--- src/rtl/int_stb_gen.sv ---
// int_stb_gen: interrupt source stage in front of the Z80 interrupt controller.
// Produces three registered one-clock request strobes:
//   int_stbs[0] - programmable periodic timer (prescaler + down-counter)
//   int_stbs[1] - synchronised edge on ext_req[0], polarity selectable
//   int_stbs[2] - synchronised edge on ext_req[1], polarity selectable
// Optional feature: define INT_STB_GEN_ONESHOT_EN to store control bit din[3]
// as a one-shot flag that stops the timer after its next expiry.
module int_stb_gen #(
  parameter int CNT_W = 8
) (
  input  logic             clk,
  input  logic             rst_n,
  input  logic [7:0]       din,
  input  logic             presc_wr,
  input  logic             reload_wr,
  input  logic             ctl_wr,
  input  logic [1:0]       ext_req,
  output logic [2:0]       int_stbs,
  output logic [CNT_W-1:0] cnt_rd
);

  localparam logic [CNT_W-1:0] CNT_ZERO = {CNT_W{1'b0}};
  localparam logic [CNT_W-1:0] CNT_ONE  = {{(CNT_W-1){1'b0}}, 1'b1};

  // CPU-visible configuration
  logic [CNT_W-1:0] presc_r;
  logic [CNT_W-1:0] reload_r;
  logic             run_r;
  logic [1:0]       pol_r;
  logic             oneshot_s;

  // Timer state
  logic [CNT_W-1:0] psc_cnt_r;
  logic [CNT_W-1:0] cnt_r;
  logic [CNT_W-1:0] psc_nxt_s;
  logic [CNT_W-1:0] cnt_nxt_s;
  logic             tick_s;
  logic             expire_s;
  logic             run_nxt_s;

  // Edge-source synchronisers and detectors
  logic [1:0]       s1_r;
  logic [1:0]       s2_r;
  logic [1:0]       s3_r;
  logic [1:0]       edge_s;

  logic [2:0]       int_stbs_r;
  logic             din_unused_s;

`ifdef INT_STB_GEN_ONESHOT_EN
  logic oneshot_r;

  // One-shot flag: written with the control register, cleared by reset
  always_ff @(posedge clk) begin
    if (!rst_n) begin
      oneshot_r <= 1'b0;
    end else if (ctl_wr) begin
      oneshot_r <= din[3];
    end else begin
      oneshot_r <= oneshot_r;
    end
  end

  assign oneshot_s    = oneshot_r;
  assign din_unused_s = ^din[7:4];
`else
  assign oneshot_s    = 1'b0;
  assign din_unused_s = ^din[7:3];
`endif

  // Timer next state; expiry is judged on the pre-write register values
  always_comb begin
    tick_s    = 1'b0;
    expire_s  = 1'b0;
    psc_nxt_s = CNT_ZERO;
    cnt_nxt_s = reload_r;
    if (run_r) begin
      tick_s = (psc_cnt_r == presc_r);
      if (tick_s) begin
        psc_nxt_s = CNT_ZERO;
        if (cnt_r == CNT_ZERO) begin
          expire_s  = 1'b1;
          cnt_nxt_s = reload_r;
        end else begin
          expire_s  = 1'b0;
          cnt_nxt_s = cnt_r - CNT_ONE;
        end
      end else begin
        // A prescaler already past a freshly lowered presc runs on to the
        // natural 8-bit wrap before it can match again.
        psc_nxt_s = psc_cnt_r + CNT_ONE;
        cnt_nxt_s = cnt_r;
      end
    end else begin
      // Stopped: prescaler parked at zero, counter tracks the reload value
      tick_s    = 1'b0;
      expire_s  = 1'b0;
      psc_nxt_s = CNT_ZERO;
      cnt_nxt_s = reload_r;
    end
  end

  // Run flag next state: an explicit control write wins over one-shot stop
  always_comb begin
    run_nxt_s = run_r;
    if (ctl_wr) begin
      run_nxt_s = din[0];
    end else if (expire_s && oneshot_s) begin
      run_nxt_s = 1'b0;
    end else begin
      run_nxt_s = run_r;
    end
  end

  // Edge condition per source; s2 and s3 share pol so a polarity flip alone
  // never looks like an edge
  always_comb begin
    edge_s = (s2_r ^ pol_r) & ~(s3_r ^ pol_r);
  end

  // Configuration registers loaded from the shared CPU data bus
  always_ff @(posedge clk) begin
    if (!rst_n) begin
      presc_r  <= CNT_ZERO;
      reload_r <= CNT_ZERO;
      run_r    <= 1'b0;
      pol_r    <= 2'b00;
    end else begin
      if (presc_wr) begin
        presc_r <= din[CNT_W-1:0];
      end
      if (reload_wr) begin
        reload_r <= din[CNT_W-1:0];
      end
      if (ctl_wr) begin
        pol_r <= din[2:1];
      end
      run_r <= run_nxt_s;
    end
  end

  // Prescaler and down-counter registers
  always_ff @(posedge clk) begin
    if (!rst_n) begin
      psc_cnt_r <= CNT_ZERO;
      cnt_r     <= CNT_ZERO;
    end else begin
      psc_cnt_r <= psc_nxt_s;
      cnt_r     <= cnt_nxt_s;
    end
  end

  // Three-stage synchroniser; deliberately not reset so a line that is
  // steady across reset does not fake an edge afterwards
  always_ff @(posedge clk) begin
    s1_r <= ext_req;
    s2_r <= s1_r;
    s3_r <= s2_r;
  end

  // Registered request strobes, one clock wide each
  always_ff @(posedge clk) begin
    if (!rst_n) begin
      int_stbs_r <= 3'b000;
    end else begin
      int_stbs_r <= {edge_s, expire_s};
    end
  end

  assign int_stbs = int_stbs_r;
  assign cnt_rd   = cnt_r;

endmodule

--- config.mk ---
export PLATFORM = sky130hd
export DESIGN_NAME = int_stb_gen
export DESIGN_NICKNAME = d
export VERILOG_FILES = /design/src/rtl/int_stb_gen.sv
export SDC_FILE = /design/constraint.sdc
export NUM_CORES = 1
export LEC_CHECK = 0
export CAP_MARGIN = 5
export CORE_AREA = 2 2 82 84
export CTS_CLUSTER_DIAMETER = 80
export DETAILED_ROUTE_END_ITERATION = 8
export DIE_AREA = 0 0 84 86
export GPL_ROUTABILITY_DRIVEN = 0
export SYNTH_ARGS = -nofsm -noshare
export SYNTH_HDL_FRONTEND = slang
export SYNTH_SLANG_ARGS = --single-unit
--- constraint.sdc ---
create_clock -name clk -period 4.55 [get_ports clk]
set_input_delay 0.91 -clock clk [delete_from_list [all_inputs] [get_ports clk]]
set_output_delay 0.91 -clock clk [all_outputs]
set_load 0.05 [all_outputs]
Yosys cells after proc, flatten, opt, wreduce, memory -nomap -nowiden
Index checks and enable logic that the tools add are counted.
- add/sub/neg operators: 2
- reductions and logical operators: 3
- bitwise logic cells: 6
- eq/ne operators: 2
- mux-type cells: 4
- operators with widths (kind ; count):
    two-way mux 8 bit ; 3
    adder 8 x 1 -> 8 bit, second input constant ; 1
    equality test 8 bit ; 1
    logical NOT 8 bit ; 1
    subtractor 8 x 1 -> 8 bit, second input constant ; 1
    bitwise XOR 2 bit ; 2
    AND reduction 3 bit ; 1
    OR reduction 3 bit ; 1
    AND 2 bit ; 1
    inequality test 2 x 1 -> 1 bit, second input constant ; 1
    NOT 1 bit ; 2
    NOT 2 bit ; 1
    two-way mux 1 bit ; 1
- bits in registers: 44
- output and inout bits: 11
- word-level logic and storage cells: 28
- bits of input ports: 15

Logic depth before layout (Yosys ltp)
Gate-level depths: netlist of run 1.
- depth after elaboration: 4
- gate-level depth with buffers: 8
- gate-level depth less buffers: 7

Least setup slack after synthesis of run 1
Ideal clock, no wire load.
- path type: reg2reg
- from: reg cnt_r[0] (netlist: cnt_rd[0])
- to: reg cnt_r[2] (netlist: cnt_rd[2])
- clock period less this slack: 2.035 ns
- arrival: 1.965 ns
- required time: 4.480 ns
- path slack: 2.515 ns
- buffers on the path: 0
- stages on the path, launching flop included: 8
- setup time: 0.070 ns
- cells stage by stage: dfxtp_1 inv_1 ha_1 nand2b_1 o31ai_4 or3_2 a21o_1 a21oi_1
- longest elaborated chain between the ends: 4
- elaborated cells between the ends (all ways): 5
- classes of those cells: 1 x add/sub; 3 x mux; 1 x reduce/logical
- ends and longest elaborated chain (element ; RTL line ; source):
    start: declaration ; 34 ; logic [CNT_W-1:0] cnt_r;
    start signal: assignment ; 149 ; cnt_r <= cnt_nxt_s;
    subtractor 8 x 1 -> 8 bit or logical NOT 8 bit (tied branches) ; 86, 81 ;
    two-way mux 8 bit * ; 81 ; if (cnt_r == CNT_ZERO) begin
    two-way mux 8 bit * ; 79 ; if (tick_s) begin
    two-way mux 8 bit * ; 77 ; if (run_r) begin
Mark *: on every way between the ends. The rest lies on a longest branch, timed or not. The select of a mux whose other input is x is not followed.
A chain may end at the register's enable or synchronous reset.

Worst setup path after layout of run 1
- from: reg cnt_r[6] (netlist: cnt_rd[6])
- to: out cnt_rd[6]
- RTL lines (element ; RTL line ; source):
    end: declaration ; 19 ; output logic [CNT_W-1:0] cnt_rd
No word-level cell between the ends.

==> reports/metrics.cfg, run 1 <==
[global_route]
overflow=0
grt_pass1_vias=1276
grt_antenna_before_repair=0
grt_use_total=0.1079
grt_pass1_wl_mm=6.272
grt_max_degree=29

[floorplanning]
initial_utilization=0.2928
die_w_um=84
core_area_mm2=0.006277
num_io_pins=26
die_y_um=86
rows=29
die-area_mm2=0.007224

[timing]
setup_viol_count_final=0
skew_ns=0.002554
relSlewSlack=0.4559
setup_tns_ns=0
min_period_ns=2.609
timing.fmax_ghz=0.3833
hold_violations=0
worst_slack_ns=1.941
holdWs_ns=0.3313
timing.final.crit_share=0.5734
worstMarginPinSlew_ns=0.8049
drv_slew=0
grt_setup_unrepaired=false

[synth]
ys_seq_area_frac=0.4792
synth-compound-area-share=0.1137
ys_async_sr_fraction=0
yosysTopAreaCellShare=0.4792
synth-main-ff-cell=dfxtp_1
synthCells=190
ys_ff_latch=44
synth_top_family_by_area=simple AND/OR/NAND/NOR gates
avgSynthCellArea_um2=9.674
synth-xor-area-share=0.06671
syn_nets=208
ys_top_cells_by_count=dfxtp_1, nor2_1, mux2i_1
synth_warnings=0
syn_area_mm2=0.001838
synth-simple-area-share=0.1892
synth_edf_count=0
synth_adder_area_share=0.02042
synthMuxAreaShare=0.1035
yosys.area.top_type=dfxtp_1
synth.distinct_cells=40
synth.top_cells.by_area=dfxtp_1, mux2i_1, nor2_1
yosysMostFrequentCell=dfxtp_1

[finish]
drive_gt1_frac=0.06944
syn_to_final_growth_pct=22.80
nNetsFinal=233
utilization=0.3596
antenna_cells=0

[critical_path]
max_stage_delay_ns=0.87
crit_chain=clkdlybuf4s50_1
crit_arrival_ns=1.70
cp-end-kind=primary output
critPathTopFamily=buffers and inverters
cp_num_buf_inv=1
cp.required_ns=3.64
crit_type=reg2out
start_kind=flop
slowest_stage=clkdlybuf4s50_1
cp_max_fo=9

[place]
place_ws_ns=2.266
io_buffers=25
dpl.hpwl_mm=2.768

[clocking]
clk_pin_slew_ns=0.08
cts_setup_buffers=0
post_cts_resized=0
numCtsBuffers=5
holdBufCountCts=0
clock-root-buffer=clkbuf_8
cts_sinks=44
htree_levels=2
cts_tree=yes
clock_tree.buffer_depth=2
clock_latency_ns=0.29

[route]
first_pass_iters=4
dr.first_iter.drc_count=87
routed_wl_mm=3.845
num_vias=1388
detail_route.vias_per_cell=4.737
ant_nets=0
drc=0
post_drt_wl_per_cell_um=13.12

[pwr]
power.leakage_nw=0.9150
seq_power_share=0.495
internal_power_w=0.0006269
combPwrFrac=0.164
power_density_mw_per_mm2=379.3
peakVddDrop_v=0.0001461
p_sw_w=0.0002294
switching_share=0.2679
power.share.clock=0.342

[flow_run]
maxCapViolCount=0

[status]
status=completed

[worst_hold_path]
min_path_type=reg2reg

==> state kept, by name, summed over array words and instances (netlist names) <==
name / flops
psc_cnt_r: 8
pol_r: 2
s2_r: 2
reload_r: 8
cnt_rd: 8
run_r: 1
s3_r: 2
presc_r: 8
int_stbs: 3
s1_r: 2
==> metrics by stage <==
stage,instances,total power [W],area [µm²]
floorplan,190,0.0005269,1838
global route,293,0.0008972,2257
global placement,285,0.0005704,2150
finish,293,0.0008562,2257
detailed placement,285,0.0005717,2150
CTS,293,0.0008672,2257
==> metal layers <==
layer | part of all wire | track usage
met5 | 0 | 0
met3 | 0.051 | 0.03946
met4 | 0.015 | 0.04545
met2 | 0.42 | 0.1469
met1 | 0.52 | 0.1521
==> path summary, 6_finish.rpt <==
path / start / endpoint / slack, ns / depth (start not counted)
min reg2reg: s1_r[1]$_DFF_P_ / s2_r[1]$_DFF_P_ / 0.33 / 0
min: s1_r[1]$_DFF_P_ / s2_r[1]$_DFF_P_ / 0.33 / 0
max: cnt_rd[6]$_SDFFE_PN0P_ / cnt_rd[6] / 1.94 / 1
max reg2reg: cnt_rd[2]$_SDFFE_PN0P_ / cnt_rd[5]$_SDFFE_PN0P_ / 2.49 / 5
==> cell usage in the layout (no fill, tap or decap), types with 4 or more instances in the layout <==
cell             netlist  final
and3_1                 4      4
nor4_1                 4      4
xor2_1                13     13
nor2_1                33     33
nand3b_1               4      4
mux2i_1               19     19
dfxtp_1               44     44
nand3_1                5      5
nand2_1                9      9
clkdlybuf4s50_1        0     25
a21oi_1               10     10
clkbuf_8               0      5
==> cell families after synthesis <==
kind of cell,count (synthesis)
AOI/OAI and AO/OA,29
xor gates and xnor gates,14
adders and majority gates,3
buffers and inverters,11
DFF,44
muxes,19
and+or+nand+nor,70
==> power by group through the flow <==
stage,clock network (W),registers (W),logic [W]
final,0.000292,0.000424,0.000140
after global routing,0.000320,0.000427,0.000150
after CTS,0.000303,0.000424,0.000140
after detailed placement,0,0.000432,0.000139
after global placement,0,0.000432,0.000138
after floorplan,0,0.000450,0.0000774
==> area by class of cell <==
type / instances / area, µm²
clock buffer: 6 / 72.57
clock inverter: 2 / 35.03
fill: 652 / 4020
inverter: 4 / 15.01
multi-input combinational: 135 / 907.1
sequential: 44 / 880.8
tap: 77 / 96.34
timing repair buffer: 25 / 250.2
Power figures use the tool's default switching activity.
==> run 2, diff against run 1 <==
clock period = 2.4 ns   (was 4.55 ns; I/O delays follow)
==> run 2 against run 1 <==
Against the previous run: sequential power rose by 89%; combinational power rose by 89%; critical path depth did not move; via count rose by 0.36%; total power rose by 90%; count of clock-buffer cells in the layout fell by 1; critical path type unchanged; largest power group unchanged.
==> reports/metrics.cfg, run 2 (same netlist as run 1, synthesis figures left out) <==
[clocking]
clock_tree.buffer_depth=2
cts_tree=yes
numCtsBuffers=5
holdBufCountCts=0
clk_pin_slew_ns=0.08
clock-root-buffer=clkbuf_8
post_cts_resized=0
cts_sinks=44
cts_setup_buffers=0
clock_latency_ns=0.29
htree_levels=2

[critical_path]
path_depth=1
reg2reg_depth=5
crit-reg2reg-launch=cnt_rd[2]$_SDFFE_PN0P_
critPathTopFamily=buffers and inverters
crit_end=cnt_rd[6]
cp_num_buf_inv=1
timing.rr.end=cnt_rd[5]$_SDFFE_PN0P_
crit_chain=clkdlybuf4s50_1
crit_type=reg2out
start_kind=flop
cp_max_fo=9
slowest_stage=clkdlybuf4s50_1
crit_arrival_ns=1.69
r2r_slack_ns=0.37
crit_start=cnt_rd[6]$_SDFFE_PN0P_
max_stage_delay_ns=0.87
cp-end-kind=primary output
cp.required_ns=1.92

[route]
num_vias=1393
drc=0
routed_wl_mm=3.788
post_drt_wl_per_cell_um=12.93
top_layer_used=met4
first_pass_iters=4
m1WireLength_mm=1.908
dr.first_iter.drc_count=57
wl_met3_um=251
ant_nets=0
detail_route.vias_per_cell=4.754
met2WireLength_mm=1.600

[floorplanning]
die_w_um=84
die_y_um=86
initial_utilization=0.2928
core_area_mm2=0.006277
rows=29
die-area_mm2=0.007224
num_io_pins=26

[global_route]
grt_pass1_wl_mm=6.237
overflow=0
grt_max_degree=29
grt_pass1_vias=1278
grt_antenna_before_repair=0
grt_use_total=0.1076

[pwr]
total_power_w=0.001629
power.leakage_nw=0.9140
peakVddDrop_v=0.0004684
power_density_mw_per_mm2=720.6

[flow_run]
maxCapViolCount=0

[finish]
syn_to_final_growth_pct=23.01
antenna_cells=0
mostFrequentLayoutCells=dfxtp_1, nor2_1, clkdlybuf4s50_1
layout_commonest_cell=dfxtp_1
nNetsFinal=233
drive_gt1_frac=0.07407

[timing]
skew_ns=0.004115
setup_viol_count_final=0
worstMarginPinSlew_ns=0.7824
grt_setup_unrepaired=false
hold_violations=0
min_period_ns=2.170
timing.final.crit_share=0.9040
relSlewSlack=0.4753
setup_tns_ns=0
timing.fmax_ghz=0.4609
drv_slew=0

[place]
dpl.hpwl_mm=2.707
io_buffers=25

[status]
status=completed

[worst_hold_path]
min_path_type=reg2reg

## run 2: cell types whose count changed in the layout (fill, tap and decap cells not counted), sizes merged
cell,before,now
clkinvlp,0,1
clkbuf,6,5
## run 2: layout make-up
cell class | count | area, µm²
clock buffers | 5 | 68.82
clock inverters | 3 | 42.54
fillers | 646 | 4016
inverters | 4 | 15.01
multi-input cells | 135 | 907.1
flip-flops and latches | 44 | 880.8
well taps | 77 | 96.34
repair buffers | 25 | 250.2
## run 2: stage by stage
stage | cell area, µm² | instances | util | hold slack, ns | worst slack, ns
final | 2261 | 293 | 0.3602 | 0.3323 | 0.2303
after global routing | 2261 | 293 | 0.3602 | 0.3519 | 0.1532
after CTS | 2261 | 293 | 0.3602 | 0.3347 | 0.2125
after detailed placement | 2150 | 285 | 0.3424 | 0.3146 | 0.3809
after global placement | 2150 | 285 | 0.3424 | 0.3129 | 0.4395
after floorplan | 1838 | 190 | - | 0.3096 | 0.3647
## run 2: worst min path at each step
stage                    startpoint              end  cells after the start  slack [ns]
floorplan           s1_r[0]$_DFF_P_  s2_r[0]$_DFF_P_                      0        0.31
global placement    s1_r[1]$_DFF_P_  s2_r[1]$_DFF_P_                      0        0.31
detailed placement  s1_r[1]$_DFF_P_  s2_r[1]$_DFF_P_                      0        0.31
CTS                 s1_r[1]$_DFF_P_  s2_r[1]$_DFF_P_                      0        0.33
global route        s1_r[1]$_DFF_P_  s2_r[1]$_DFF_P_                      0        0.35
finish              s1_r[1]$_DFF_P_  s2_r[1]$_DFF_P_                      0        0.33
## run 2: where the power goes
part           switching, W  internal, W  total, W
registers         0.0000350     0.000768  0.000803
clock network      0.000255     0.000308  0.000563
logic              0.000152     0.000112  0.000264
## run 2: routing by layer
layer / up-vias / global-route usage
met5: - / 0
met4: 0 / 0.03666
met3: 2 / 0.03080
met2: 36 / 0.1578
met1: 639 / 0.1515
li1: 716 / -
==> run 3, diff against run 2 <==
PLACE_DENSITY = 0.51   (was not set)
==> run 3 against run 2 <==
Against the previous run: sequential power hardly changed; fmax fell by 0.60%; worst hold slack worse by 0.0021 ns; cell area down 0.44%; critical path depth unchanged; highest routed layer unchanged; clock power shrank 15%; sequential share of layout area increased by 0.17 points; non-clock buffer count grew 1; total power decreased by 4.9%; routed wire length increased by 3.7%.
==> reports/metrics.cfg, run 3 (same netlist as run 1, synthesis figures left out) <==
[worst_hold_path]
min_path_type=reg2reg

[pwr]
combPwrFrac=0.173
seq_power_share=0.517
power_density_mw_per_mm2=688.2
internal_power_w=0.001115
p_sw_w=0.0004347
peakVddDrop_v=0.0002773
switching_share=0.2806
power.share.clock=0.310
power.leakage_nw=0.9096

[clocking]
clock_tree.buffer_depth=2
htree_levels=2
cts_sinks=44
post_cts_resized=0
clock-root-buffer=clkbuf_8
clk_pin_slew_ns=0.08
cts_tree=yes
cts_setup_buffers=0
holdBufCountCts=0
clock_latency_ns=0.30
numCtsBuffers=5

[timing]
setup_tns_ns=0
timing.final.crit_share=0.9095
worst_slack_ns=0.2172
setup_viol_count_final=0
relSlewSlack=0.4836
hold_violations=0
grt_setup_unrepaired=false
timing.fmax_ghz=0.4581
drv_slew=0
worstMarginPinSlew_ns=0.7639
min_period_ns=2.183
skew_ns=0.006653

[critical_path]
max_stage_delay_ns=0.87
cp-end-kind=primary output
slowest_stage=clkdlybuf4s50_1
crit_arrival_ns=1.70
cp_num_buf_inv=1
cp_max_fo=9
start_kind=flop
crit_chain=clkdlybuf4s50_1
cp.required_ns=1.92
critPathTopFamily=buffers and inverters
crit_type=reg2out

[floorplanning]
core_area_mm2=0.006277
die-area_mm2=0.007224
die_y_um=86
initial_utilization=0.2928
die_w_um=84
rows=29
num_io_pins=26

[place]
place_inst=286
place_ws_ns=0.3852
place_area_mm2=0.002157
dpl.hpwl_mm=2.823
io_buffers=25

[finish]
fill_cells=647
stdcell_area_mm2=0.002251
antenna_cells=0
final_cells=294
layout_commonest_cell=dfxtp_1
drive_gt1_frac=0.07373
nNetsFinal=234
utilization=0.3586
mostFrequentLayoutCells=dfxtp_1, nor2_1, clkdlybuf4s50_1
syn_to_final_growth_pct=22.46

[global_route]
grt_pass1_vias=1363
grt_antenna_before_repair=0
overflow=0
grt_use_total=0.1152
grt_max_degree=29
grt_pass1_wl_mm=6.548

[route]
first_pass_iters=4
num_vias=1382
post_drt_wl_per_cell_um=13.36
drc=0
routed_wl_mm=3.927
detail_route.vias_per_cell=4.701
dr.first_iter.drc_count=55
ant_nets=0

[status]
status=completed

[flow_run]
maxCapViolCount=0

## run 3: cell count changes in the layout (fill, tap and decap cells not counted)
cell	previous run	this run
bufinv_16	1	0
clkbuf_8	5	6
buf_4	0	1
clkinv_2	1	0
clkbuf_1	0	1
## run 3: power groups by stage
stage | logic (W) | clock network, W | registers (W)
2_1_floorplan | 0.000147 | 0 | 0.000852
3_5_place_dp | 0.000269 | 0 | 0.000819
5_1_grt | 0.000292 | 0.000535 | 0.000808
4_1_cts | 0.000270 | 0.000503 | 0.000802
6_report | 0.000268 | 0.000480 | 0.000801
3_3_place_gp | 0.000269 | 0 | 0.000818
## run 3: cell type report
cell class,instances,area (µm²),area share
sequential,44,880.8,0.3913
multi-input combinational,135,907.1,0.4030
inverter,4,15.01,0.006670
tap,77,96.34,0.04280
clock inverter,1,7.507,0.003335
clock buffer,7,86.33,0.03835
timing repair buffer,26,257.7,0.1145
## run 3: final timing paths
path                                        startpoint                endpoint  slack (ns)  depth (start not counted)
worst max-delay path            cnt_rd[6]$_SDFFE_PN0P_               cnt_rd[6]        0.22                          1
worst min-delay path                   s1_r[1]$_DFF_P_         s2_r[1]$_DFF_P_        0.33                          0
worst max register to register  cnt_rd[2]$_SDFFE_PN0P_  cnt_rd[5]$_SDFFE_PN0P_        0.38                          5
worst min register to register         s1_r[1]$_DFF_P_         s2_r[1]$_DFF_P_        0.33                          0
## run 3: routing by layer
| metal | wire length [µm] | part of all wire | global-route usage |
|---|---|---|---|
| met1 | 2087 | 0.53 | 0.1593 |
| met4 | 72 | 0.018 | 0.05279 |
| met3 | 177 | 0.045 | 0.03465 |
| met2 | 1589 | 0.40 | 0.1644 |
| met5 | 0 | 0 | 0 |
## run 3: through the flow
| step | total power [W] | hold slack, ns |
|---|---|---|
| final | 0.001549 | 0.3303 |
| after global routing | 0.001636 | 0.3504 |
| after CTS | 0.001575 | 0.3347 |
| after detailed placement | 0.001087 | 0.3138 |
| after global placement | 0.001088 | 0.3136 |
| after floorplan | 0.0009990 | 0.3096 |
